--- src/rtl/parking_pkg.sv ---
// Shared types for the parking gate arbiter: controller state and lane identity.
package parking_pkg;

    typedef enum logic [1:0] {
        IDLE     = 2'd0,
        OPEN_IN  = 2'd1,
        OPEN_OUT = 2'd2,
        DENY     = 2'd3
    } gate_state_t;

    typedef enum logic {
        ENTRY = 1'b0,
        EXIT  = 1'b1
    } lane_t;

    function automatic int max_int(input int a, input int b);
        return (a > b) ? a : b;
    endfunction

endpackage

--- src/rtl/parking_gate_arbiter_if.sv ---
// Lane requests in, gate/LED/grant/occupancy status out, bundled for the arbiter.
interface parking_gate_arbiter_if #(
    parameter int CNT_W = 4
);
    logic             entry_req;
    logic             pass_ok;
    logic             exit_req;
    logic             gate_open;
    logic             green_led;
    logic             red_led;
    logic             grant_entry;
    logic             grant_exit;
    logic [CNT_W-1:0] occupancy;
    logic             lot_full;

    modport master (
        output entry_req, pass_ok, exit_req,
        input  gate_open, green_led, red_led, grant_entry, grant_exit, occupancy, lot_full
    );

    modport slave (
        input  entry_req, pass_ok, exit_req,
        output gate_open, green_led, red_led, grant_entry, grant_exit, occupancy, lot_full
    );
endinterface

--- src/rtl/parking_hold_timer.sv ---
// Loadable down-counter shared by the open and deny holds; expired while the count is zero.
module parking_hold_timer #(
    parameter int WIDTH = 3
) (
    input  logic             clk,
    input  logic             reset,
    input  logic             i_load,
    input  logic [WIDTH-1:0] i_load_val,
    output logic             o_expired
);
    logic [WIDTH-1:0] r_count;

    always_ff @(posedge clk or posedge reset) begin
        if (reset) begin
            r_count <= '0;
        end else if (i_load) begin
            r_count <= i_load_val;
        end else if (r_count != '0) begin
            r_count <= r_count - WIDTH'(1);
        end
    end

    assign o_expired = (r_count == '0);
endmodule

--- src/rtl/parking_gate_arbiter.sv ---
// One barrier shared by the entry and exit lanes: round-robin arbitration,
// password/capacity validation, timed open/deny holds and occupancy tracking.
module parking_gate_arbiter
    import parking_pkg::*;
#(
    parameter int CAPACITY    = 8,
    parameter int OPEN_CYCLES = 4,
    parameter int DENY_CYCLES = 2
) (
    input  logic                   clk,
    input  logic                   reset,
    parking_gate_arbiter_if.slave  bus
);
    localparam int CNT_W    = $clog2(CAPACITY + 1);
    localparam int HOLD_MAX = max_int(OPEN_CYCLES, DENY_CYCLES);
    localparam int HOLD_W   = $clog2(HOLD_MAX + 1);

    // The timer is loaded with N-1 so the hold state lasts exactly N cycles.
    localparam logic [HOLD_W-1:0] OPEN_LOAD = HOLD_W'(OPEN_CYCLES - 1);
    localparam logic [HOLD_W-1:0] DENY_LOAD = HOLD_W'(DENY_CYCLES - 1);
    localparam logic [CNT_W-1:0]  CAP_VAL   = CNT_W'(CAPACITY);

    gate_state_t      r_state;
    lane_t            r_last_served;
    logic             r_entry_armed;
    logic             r_exit_armed;
    logic [CNT_W-1:0] r_occupancy;
    logic             r_gate_open;
    logic             r_green_led;
    logic             r_red_led;
    logic             r_grant_entry;
    logic             r_grant_exit;

    logic              w_lot_full;
    logic              w_entry_cand;
    logic              w_exit_cand;
    logic              w_serve_entry;
    logic              w_serve_exit;
    logic              w_entry_ok;
    logic              w_timer_load;
    logic [HOLD_W-1:0] w_timer_val;
    logic              w_expired;

    always_comb begin
        w_lot_full    = (r_occupancy == CAP_VAL);
        w_entry_cand  = bus.entry_req & r_entry_armed;
        w_exit_cand   = bus.exit_req & r_exit_armed & (r_occupancy != '0);
        // On a tie, the lane not served last time wins.
        w_serve_entry = w_entry_cand & (!w_exit_cand | (r_last_served == EXIT));
        w_serve_exit  = w_exit_cand & (!w_entry_cand | (r_last_served == ENTRY));
        w_entry_ok    = bus.pass_ok & !w_lot_full;
        w_timer_load  = (r_state == IDLE) & (w_serve_entry | w_serve_exit);
        w_timer_val   = (w_serve_entry & !w_entry_ok) ? DENY_LOAD : OPEN_LOAD;
    end

    parking_hold_timer #(
        .WIDTH (HOLD_W)
    ) u_hold_timer (
        .clk        (clk),
        .reset      (reset),
        .i_load     (w_timer_load),
        .i_load_val (w_timer_val),
        .o_expired  (w_expired)
    );

    always_ff @(posedge clk or posedge reset) begin
        if (reset) begin
            r_state       <= IDLE;
            r_last_served <= EXIT;
            r_entry_armed <= 1'b1;
            r_exit_armed  <= 1'b1;
            r_occupancy   <= '0;
            r_gate_open   <= 1'b0;
            r_green_led   <= 1'b0;
            r_red_led     <= 1'b0;
            r_grant_entry <= 1'b0;
            r_grant_exit  <= 1'b0;
        end else begin
            r_grant_entry <= 1'b0;
            r_grant_exit  <= 1'b0;
            // A low request re-arms its lane in any state; grants need req high so never collide.
            if (!bus.entry_req) r_entry_armed <= 1'b1;
            if (!bus.exit_req)  r_exit_armed  <= 1'b1;

            case (r_state)
                IDLE: begin
                    if (w_serve_entry) begin
                        r_last_served <= ENTRY;
                        if (w_entry_ok) begin
                            r_state       <= OPEN_IN;
                            r_occupancy   <= r_occupancy + CNT_W'(1);
                            r_grant_entry <= 1'b1;
                            r_gate_open   <= 1'b1;
                            r_green_led   <= 1'b1;
                            r_entry_armed <= 1'b0;
                        end else begin
                            r_state   <= DENY;
                            r_red_led <= 1'b1;
                        end
                    end else if (w_serve_exit) begin
                        r_last_served <= EXIT;
                        r_state       <= OPEN_OUT;
                        r_occupancy   <= r_occupancy - CNT_W'(1);
                        r_grant_exit  <= 1'b1;
                        r_gate_open   <= 1'b1;
                        r_green_led   <= 1'b1;
                        r_exit_armed  <= 1'b0;
                    end
                end
                OPEN_IN, OPEN_OUT: begin
                    if (w_expired) begin
                        r_state     <= IDLE;
                        r_gate_open <= 1'b0;
                        r_green_led <= 1'b0;
                    end
                end
                DENY: begin
                    if (w_expired) begin
                        r_state   <= IDLE;
                        r_red_led <= 1'b0;
                    end
                end
                default: r_state <= IDLE;
            endcase
        end
    end

    assign bus.gate_open   = r_gate_open;
    assign bus.green_led   = r_green_led;
    assign bus.red_led     = r_red_led;
    assign bus.grant_entry = r_grant_entry;
    assign bus.grant_exit  = r_grant_exit;
    assign bus.occupancy   = r_occupancy;
    assign bus.lot_full    = w_lot_full;
endmodule

--- src/flat_wrapper.sv ---
// flat-port wrapper written by rule: the top's interface ports become plain ports
module parking_gate_arbiter_flat import parking_pkg::*;
#(
    parameter int CAPACITY    = 8,
    parameter int OPEN_CYCLES = 4,
    parameter int DENY_CYCLES = 2
)
  (clk, reset, bus_entry_req, bus_pass_ok, bus_exit_req, bus_gate_open, bus_green_led, bus_red_led, bus_grant_entry, bus_grant_exit, bus_occupancy, bus_lot_full);
  parking_gate_arbiter_if #(.CNT_W(($clog2(CAPACITY + 1)))) bus_i ();
  input  logic clk;
  input  logic reset;
  input wire logic [$bits(bus_i.entry_req)-1:0] bus_entry_req;
  input wire logic [$bits(bus_i.pass_ok)-1:0] bus_pass_ok;
  input wire logic [$bits(bus_i.exit_req)-1:0] bus_exit_req;
  output wire logic [$bits(bus_i.gate_open)-1:0] bus_gate_open;
  output wire logic [$bits(bus_i.green_led)-1:0] bus_green_led;
  output wire logic [$bits(bus_i.red_led)-1:0] bus_red_led;
  output wire logic [$bits(bus_i.grant_entry)-1:0] bus_grant_entry;
  output wire logic [$bits(bus_i.grant_exit)-1:0] bus_grant_exit;
  output wire logic [$bits(bus_i.occupancy)-1:0] bus_occupancy;
  output wire logic [$bits(bus_i.lot_full)-1:0] bus_lot_full;
  assign bus_i.entry_req = bus_entry_req;
  assign bus_i.pass_ok = bus_pass_ok;
  assign bus_i.exit_req = bus_exit_req;
  assign bus_gate_open = bus_i.gate_open;
  assign bus_green_led = bus_i.green_led;
  assign bus_red_led = bus_i.red_led;
  assign bus_grant_entry = bus_i.grant_entry;
  assign bus_grant_exit = bus_i.grant_exit;
  assign bus_occupancy = bus_i.occupancy;
  assign bus_lot_full = bus_i.lot_full;
  parking_gate_arbiter #(.CAPACITY(CAPACITY), .OPEN_CYCLES(OPEN_CYCLES), .DENY_CYCLES(DENY_CYCLES)) u_core (.clk(clk), .reset(reset), .bus(bus_i));
endmodule
--- config.mk ---
export PLATFORM = sky130hd
export DESIGN_NAME = parking_gate_arbiter_flat
export DESIGN_NICKNAME = d
export VERILOG_FILES = /design/src/rtl/parking_pkg.sv /design/src/rtl/parking_gate_arbiter_if.sv /design/src/rtl/parking_hold_timer.sv /design/src/rtl/parking_gate_arbiter.sv /design/src/flat_wrapper.sv
export SDC_FILE = /design/constraint.sdc
export NUM_CORES = 1
export LEC_CHECK = 0
export ABC_AREA = 0
export CORE_AREA = 4 4 56 58
export CTS_BUF_LIST = sky130_fd_sc_hd__clkbuf_8
export DETAILED_ROUTE_END_ITERATION = 6
export DIE_AREA = 0 0 60 62
export GPL_TIMING_DRIVEN = 0
export SYNTH_ARGS = -nofsm -noshare
export SYNTH_HDL_FRONTEND = slang
export SYNTH_SLANG_ARGS = --single-unit
--- constraint.sdc ---
create_clock -name clk -period 6.8 [get_ports clk]
set_input_delay 1.36 -clock clk [delete_from_list [all_inputs] [get_ports clk]]
set_output_delay 1.36 -clock clk [all_outputs]
set_load 0.005 [all_outputs]
Word level (Yosys, flattened, before mapping)
Index checks and enable logic that the tools add are counted.
- $add $sub $neg: 3
- mux-type cells: 34
- equality and inequality tests: 12
- bitwise operators: 12
- reductions and logical operators: 19
- operators by type and width (operator ; number):
    $mux W1 ; 21
    $mux W4 ; 3
    $mux W2 ; 5
    $and A1 B1 Y1 ; 8
    $ne A2 B2 Y1 const B ; 4
    $reduce_and A4 Y1 ; 2
    $reduce_bool A2 Y1 ; 4
    $mux W3 ; 2
    $add A4 B1 Y4 const B ; 1
    $eq A2 B2 Y1 const B ; 2
    $eq A4 B4 Y1 const B ; 1
    $logic_not A1 Y1 ; 4
    $ne A2 B1 Y1 const B ; 2
    $pmux W1 S2 ; 2
    $pmux W2 S2 ; 1
    $reduce_and A2 Y1 ; 2
    $reduce_bool A4 Y1 ; 1
    $sub A4 B1 Y4 const B ; 1
    $logic_not A3 Y1 ; 1
    $ne A3 B1 Y1 const B ; 1
    $ne A3 B3 Y1 const B ; 1
    $or A1 B1 Y1 ; 3
    $reduce_and A3 Y1 ; 1
    $reduce_bool A3 Y1 ; 1
    other kinds (6) ; 6
- bits of input ports: 5
- logic and storage cells: 90
- register bits after elaboration: 16
- output and inout port bits: 10

Depth between registers and ports, before layout
Gate-level depths: netlist of run 1.
- depth in word-level cells: 8
- mapped depth: 9

By module
Synthesis of run 1 repeated with hierarchy kept, for this count alone.
- cells, all modules: 91
- area total of the unflattened synthesis: 937.1 µm²
- by module, submodules not included (module ; cells each ; area an instance (µm²) ; instances):
    parking_gate_arbiter ; 69 ; 732.0 ; 1
    parking_hold_timer ; 22 ; 205.2 ; 1

Worst setup path before layout of run 1
Ideal clock, no wire load.
- path kind: input -> register
- from: input bus_exit_req
- to: register u_core.r_occupancy[3], in the netlist u_core.bus.occupancy[3]
- cell stages on the path: 9
- setup time: 128 ps
- slack: 3925 ps
- data arrival time: 2747 ps
- buffers on the path: 0
- path through: nand2_1 -> o31a_2 -> inv_1 -> ha_1 -> a21o_1 -> a21oi_1 -> xnor2_1 -> nor2_1 -> xor2_1
- cells in the longest elaborated chain, start to end: 7
- RTL lines (element ; RTL line ; text):
    start, declared ; flat_wrapper.sv:14 ; input wire logic [$bits(bus_i.exit_req)-1:0] bus_exit_req;
    $and A1 B1 Y1 (*) (2 in series) ; parking_gate_arbiter.sv:47 ; w_exit_cand = bus.exit_req & r_exit_armed & (r_occupancy != '0);
    $logic_not A1 Y1 ; parking_gate_arbiter.sv:49 ; w_serve_entry = w_entry_cand & (!w_exit_cand | (r_last_served == EXIT));
    $or A1 B1 Y1 ; parking_gate_arbiter.sv:49 ;
    $and A1 B1 Y1 ; parking_gate_arbiter.sv:49 ;
    $ne A2 B2 Y1 (no source line) or $reduce_bool A2 Y1 (tied branches) ; -- ;
    $reduce_and A3 Y1 (no source line) ; -- ;
    end signal, assigned ; parking_gate_arbiter.sv:91 ; r_occupancy <= r_occupancy + CNT_W'(1);
    end signal, assigned ; parking_gate_arbiter.sv:103 ; r_occupancy <= r_occupancy - CNT_W'(1);
    end, declared ; parking_gate_arbiter.sv:27 ; logic [CNT_W-1:0] r_occupancy;
Every way passes the cells marked *; elsewhere a longest branch is shown, timed or not.
A chain may end at the register's enable or synchronous reset.

Worst setup path after layout of run 1
Ends and elaborated chain as after synthesis.

==> impl_metrics.json, run 1 <==
{
  "finalCriticalPeriod_ns": 3.28,
  "cts.repair.resized": 0,
  "core_mm2": 0.00266,
  "p_per_area_mw_per_mm2": 471,
  "dr.first_iter.drc_count": 12,
  "synth_area_leaders": "dfrtp_1, dfstp_2, ha_1",
  "peakVddDrop_uv": 270,
  "synth_cell_types": 35,
  "clockRootBuffer": "clkbuf_8",
  "power_leakage_nw": 0.502,
  "dr_total_vias": 655,
  "min_delay_worst_endpoint": "u_core.r_exit_armed",
  "wire_per_inst_um": 13.3,
  "clkTransAtPathRegs_ns": 0.06,
  "slew_viol_final": 0,
  "syn-instance-count": 83,
  "yosysSeqAreaShare": 0.455,
  "cp_data_arrival_time_ns": 3.41,
  "synth_top_area_share": 0.366,
  "finClkSkew_ns": 0.000860,
  "dp_hpwl_um": 1330,
  "worstSetupStartpointType": "input port",
  "tns_ns": 0,
  "async_reset_ff_frac": 1.00,
  "min-delay-start": "u_core.r_exit_armed",
  "tightest_slew_ns": 0.613,
  "grt_pass1_vias": 703,
  "htree_levels": 1,
  "ant_nets": 0,
  "hold_depth": 2,
  "status": "complete, no violations",
  "synth_flop_cell": "dfrtp_1",
  "gp_congestion": 0.789,
  "synth-edff-count": 0,
  "grt_first_pass_wirelength_um": 3020,
  "crit_required_ns": 6.93,
  "wirelength_um": 1750,
  "syn_nets": 95,
  "rr_worst_depth": 9,
  "antenna_found_initial": 0,
  "regToRegStartpoint": "u_core.bus.occupancy[1]",
  "nFillCells": 277,
  "yosys_warnings": 0,
  "tritoncts": "built",
  "cts_made_buffers": 3,
  "rsz0062_at_grt": "false",
  "grt_usage": 0.110,
  "relSlewSlack": 0.591,
  "reg2reg_to": "u_core.bus.occupancy[3]",
  "worst_slack_ns": 3.52,
  "start_util": 0.334,
  "layout-drive-gt1-share": 0.139,
  "num_rows": 19,
  "dr.pass1.iters": 3,
  "end_kind": "register",
  "die_area_mm2": 0.00372,
  "max_freq_mhz": 305,
  "ios": 15,
  "hold_buffers": 0,
  "cts_buffer_depth": 2,
  "path_class": "input port to register",
  "cap_viol_max_count": 0,
  "port-buffer-count": 14,
  "synth_area_um2": 888,
  "via_per_inst": 4.96,
  "fp.dieH_um": 62,
  "n_antenna_cell": 0,
  "avgSynthCellArea_um2": 10.7,
  "dpl_worst_slack_ns": 3.26,
  "ys_ff_latch": 16,
  "post_cts_buffers": 0,
  "finalHoldViolCount": 0,
  "syn2layout_area_growth_pct": 26.3,
  "grt_max_degree": 17,
  "ff2ff_setup_slack_ns": 4.46,
  "setup_viol": 0,
  "period_share": 0.482,
  "grt-ovfl-total": 0,
  "cts_sinks": 16,
  "path_max_fanout": 5,
  "hp-class": "register to register",
  "drc": 0,
  "insertion_delay_ns": 0.25,
  "nets": 114,
  "dieWidth_um": 60,
  "synth_top_area_cell": "dfrtp_1"
}
## how the worst max path moves through the flow
| stage | depth (start not counted) | to | slack (ns) | from |
|---|---|---|---|---|
| 2_1_floorplan | 9 | u_core.bus.occupancy[3] | 3.92 | bus_exit_req |
| 3_3_place_gp | 10 | u_core.bus.occupancy[3] | 3.30 | bus_exit_req |
| 3_5_place_dp | 10 | u_core.bus.occupancy[3] | 3.26 | bus_exit_req |
| 4_1_cts | 10 | u_core.bus.occupancy[3] | 3.52 | bus_exit_req |
| 5_1_grt | 10 | u_core.bus.occupancy[3] | 3.37 | bus_entry_req |
| 6_report | 10 | u_core.bus.occupancy[3] | 3.52 | bus_exit_req |
## synthesized netlist by cell type (2+ instances only)
| cell | n |
|---|---|
| dfrtp_1 | 13 |
| ha_1 | 6 |
| nand2_1 | 6 |
| and2_1 | 2 |
| xnor2_1 | 4 |
| a21o_1 | 2 |
| a21oi_1 | 4 |
| o21ai_1 | 5 |
| nor2_1 | 5 |
| inv_1 | 8 |
| nand2b_1 | 2 |
| dfstp_2 | 3 |
## through the flow
stage	utilization	total power [mW]	cells	instance area, um2	hold slack [ns]
2_1_floorplan	-	0.361	83	888	0.441
3_3_place_gp	0.401	0.441	128	1070	0.452
3_5_place_dp	0.401	0.449	128	1070	0.456
4_1_cts	0.422	0.537	132	1120	0.467
5_1_grt	0.422	0.577	132	1120	0.473
6_report	0.422	0.528	132	1120	0.467
## state kept, by name, summed over array words and instances (netlist names)
signal / count
u_core.bus.occupancy: 4
u_core.u_hold_timer.r_count: 3
u_core.r_state: 2
u_core.bus.gate_open: 1
u_core.bus.grant_entry: 1
u_core.bus.grant_exit: 1
u_core.bus.red_led: 1
u_core.r_entry_armed: 1
u_core.r_exit_armed: 1
u_core.r_last_served: 1
## layout make-up
class	instances	area, um2	area share
flip-flops and latches	16	404	0.360
plain buffers	2	11.3	0.0100
well taps	31	38.8	0.0346
inverters	8	30.0	0.0268
clock buffers	4	55.1	0.0491
multi-input cells	57	443	0.395
repair buffers	14	140	0.125
## critical path, stage by stage
cell	delay [ns]
clkdlybuf4s50_1	0.48
nand2_1	0.13
o31a_2	0.36
inv_1	0.12
ha_1	0.24
a21o_1	0.17
a21oi_1	0.17
xnor2_1	0.14
nor2_1	0.08
xor2_1	0.15
## cells in the final DEF (no fill, tap or decap), types with 3 or more instances in the layout
| cell | count |
|---|---|
| dfstp_2 | 3 |
| a21oi_1 | 4 |
| dfrtp_1 | 13 |
| nand2_1 | 6 |
| xnor2_1 | 4 |
| clkbuf_8 | 4 |
| inv_1 | 8 |
| o21ai_1 | 5 |
| ha_1 | 6 |
| nor2_1 | 5 |
| clkdlybuf4s50_1 | 14 |
## power by group
| group | total (mW) | leakage (nW) | internal (mW) | switching, mW |
|---|---|---|---|---|
| Sequential | 0.187 | 0.185 | 0.142 | 0.0448 |
| Clock | 0.0839 | 0.0288 | 0.0513 | 0.0326 |
| Combinational | 0.257 | 0.288 | 0.134 | 0.123 |
## logic make-up after synthesis
logic type      count (synthesis)  synth area share
simple gates                   22             0.149
buf+inv                        10            0.0465
xor+xnor                        5            0.0493
compound gates                 21             0.169
flops                          16             0.455
mux                             2            0.0239
fa+ha+maj                       7             0.107
## routing by layer
| layer | GRT usage | vias to the layer above | wire length (um) |
|---|---|---|---|
| li1 | - | 316 | - |
| met2 | 0.182 | 14 | 823 |
| met5 | 0 | - | 0 |
| met4 | 0.0285 | 0 | 7 |
| met1 | 0.137 | 323 | 819 |
| met3 | 0.0413 | 2 | 99 |
(Power assumes the default switching activity.)
==> run 2, diff against run 1 <==
==> constraint.sdc (replaced) <==
create_clock -name clk -period 3.1 [get_ports clk]
set_input_delay 0.62 -clock clk [delete_from_list [all_inputs] [get_ports clk]]
set_output_delay 0.62 -clock clk [all_outputs]
set_load 0.005 [all_outputs]
==> results of run 2 <==
The final DEF is identical to that of run 1. Status: complete, no violations.
Among the figures that moved: setup slack after placement 3.26 ns -> 0.302 ns; setup slack after layout 3.52 ns -> 0.561 ns; register-to-register setup slack 4.46 ns -> 0.76 ns; total power 0.528 mW -> 1.16 mW; worst IR drop on VDD 270 uV -> 593 uV
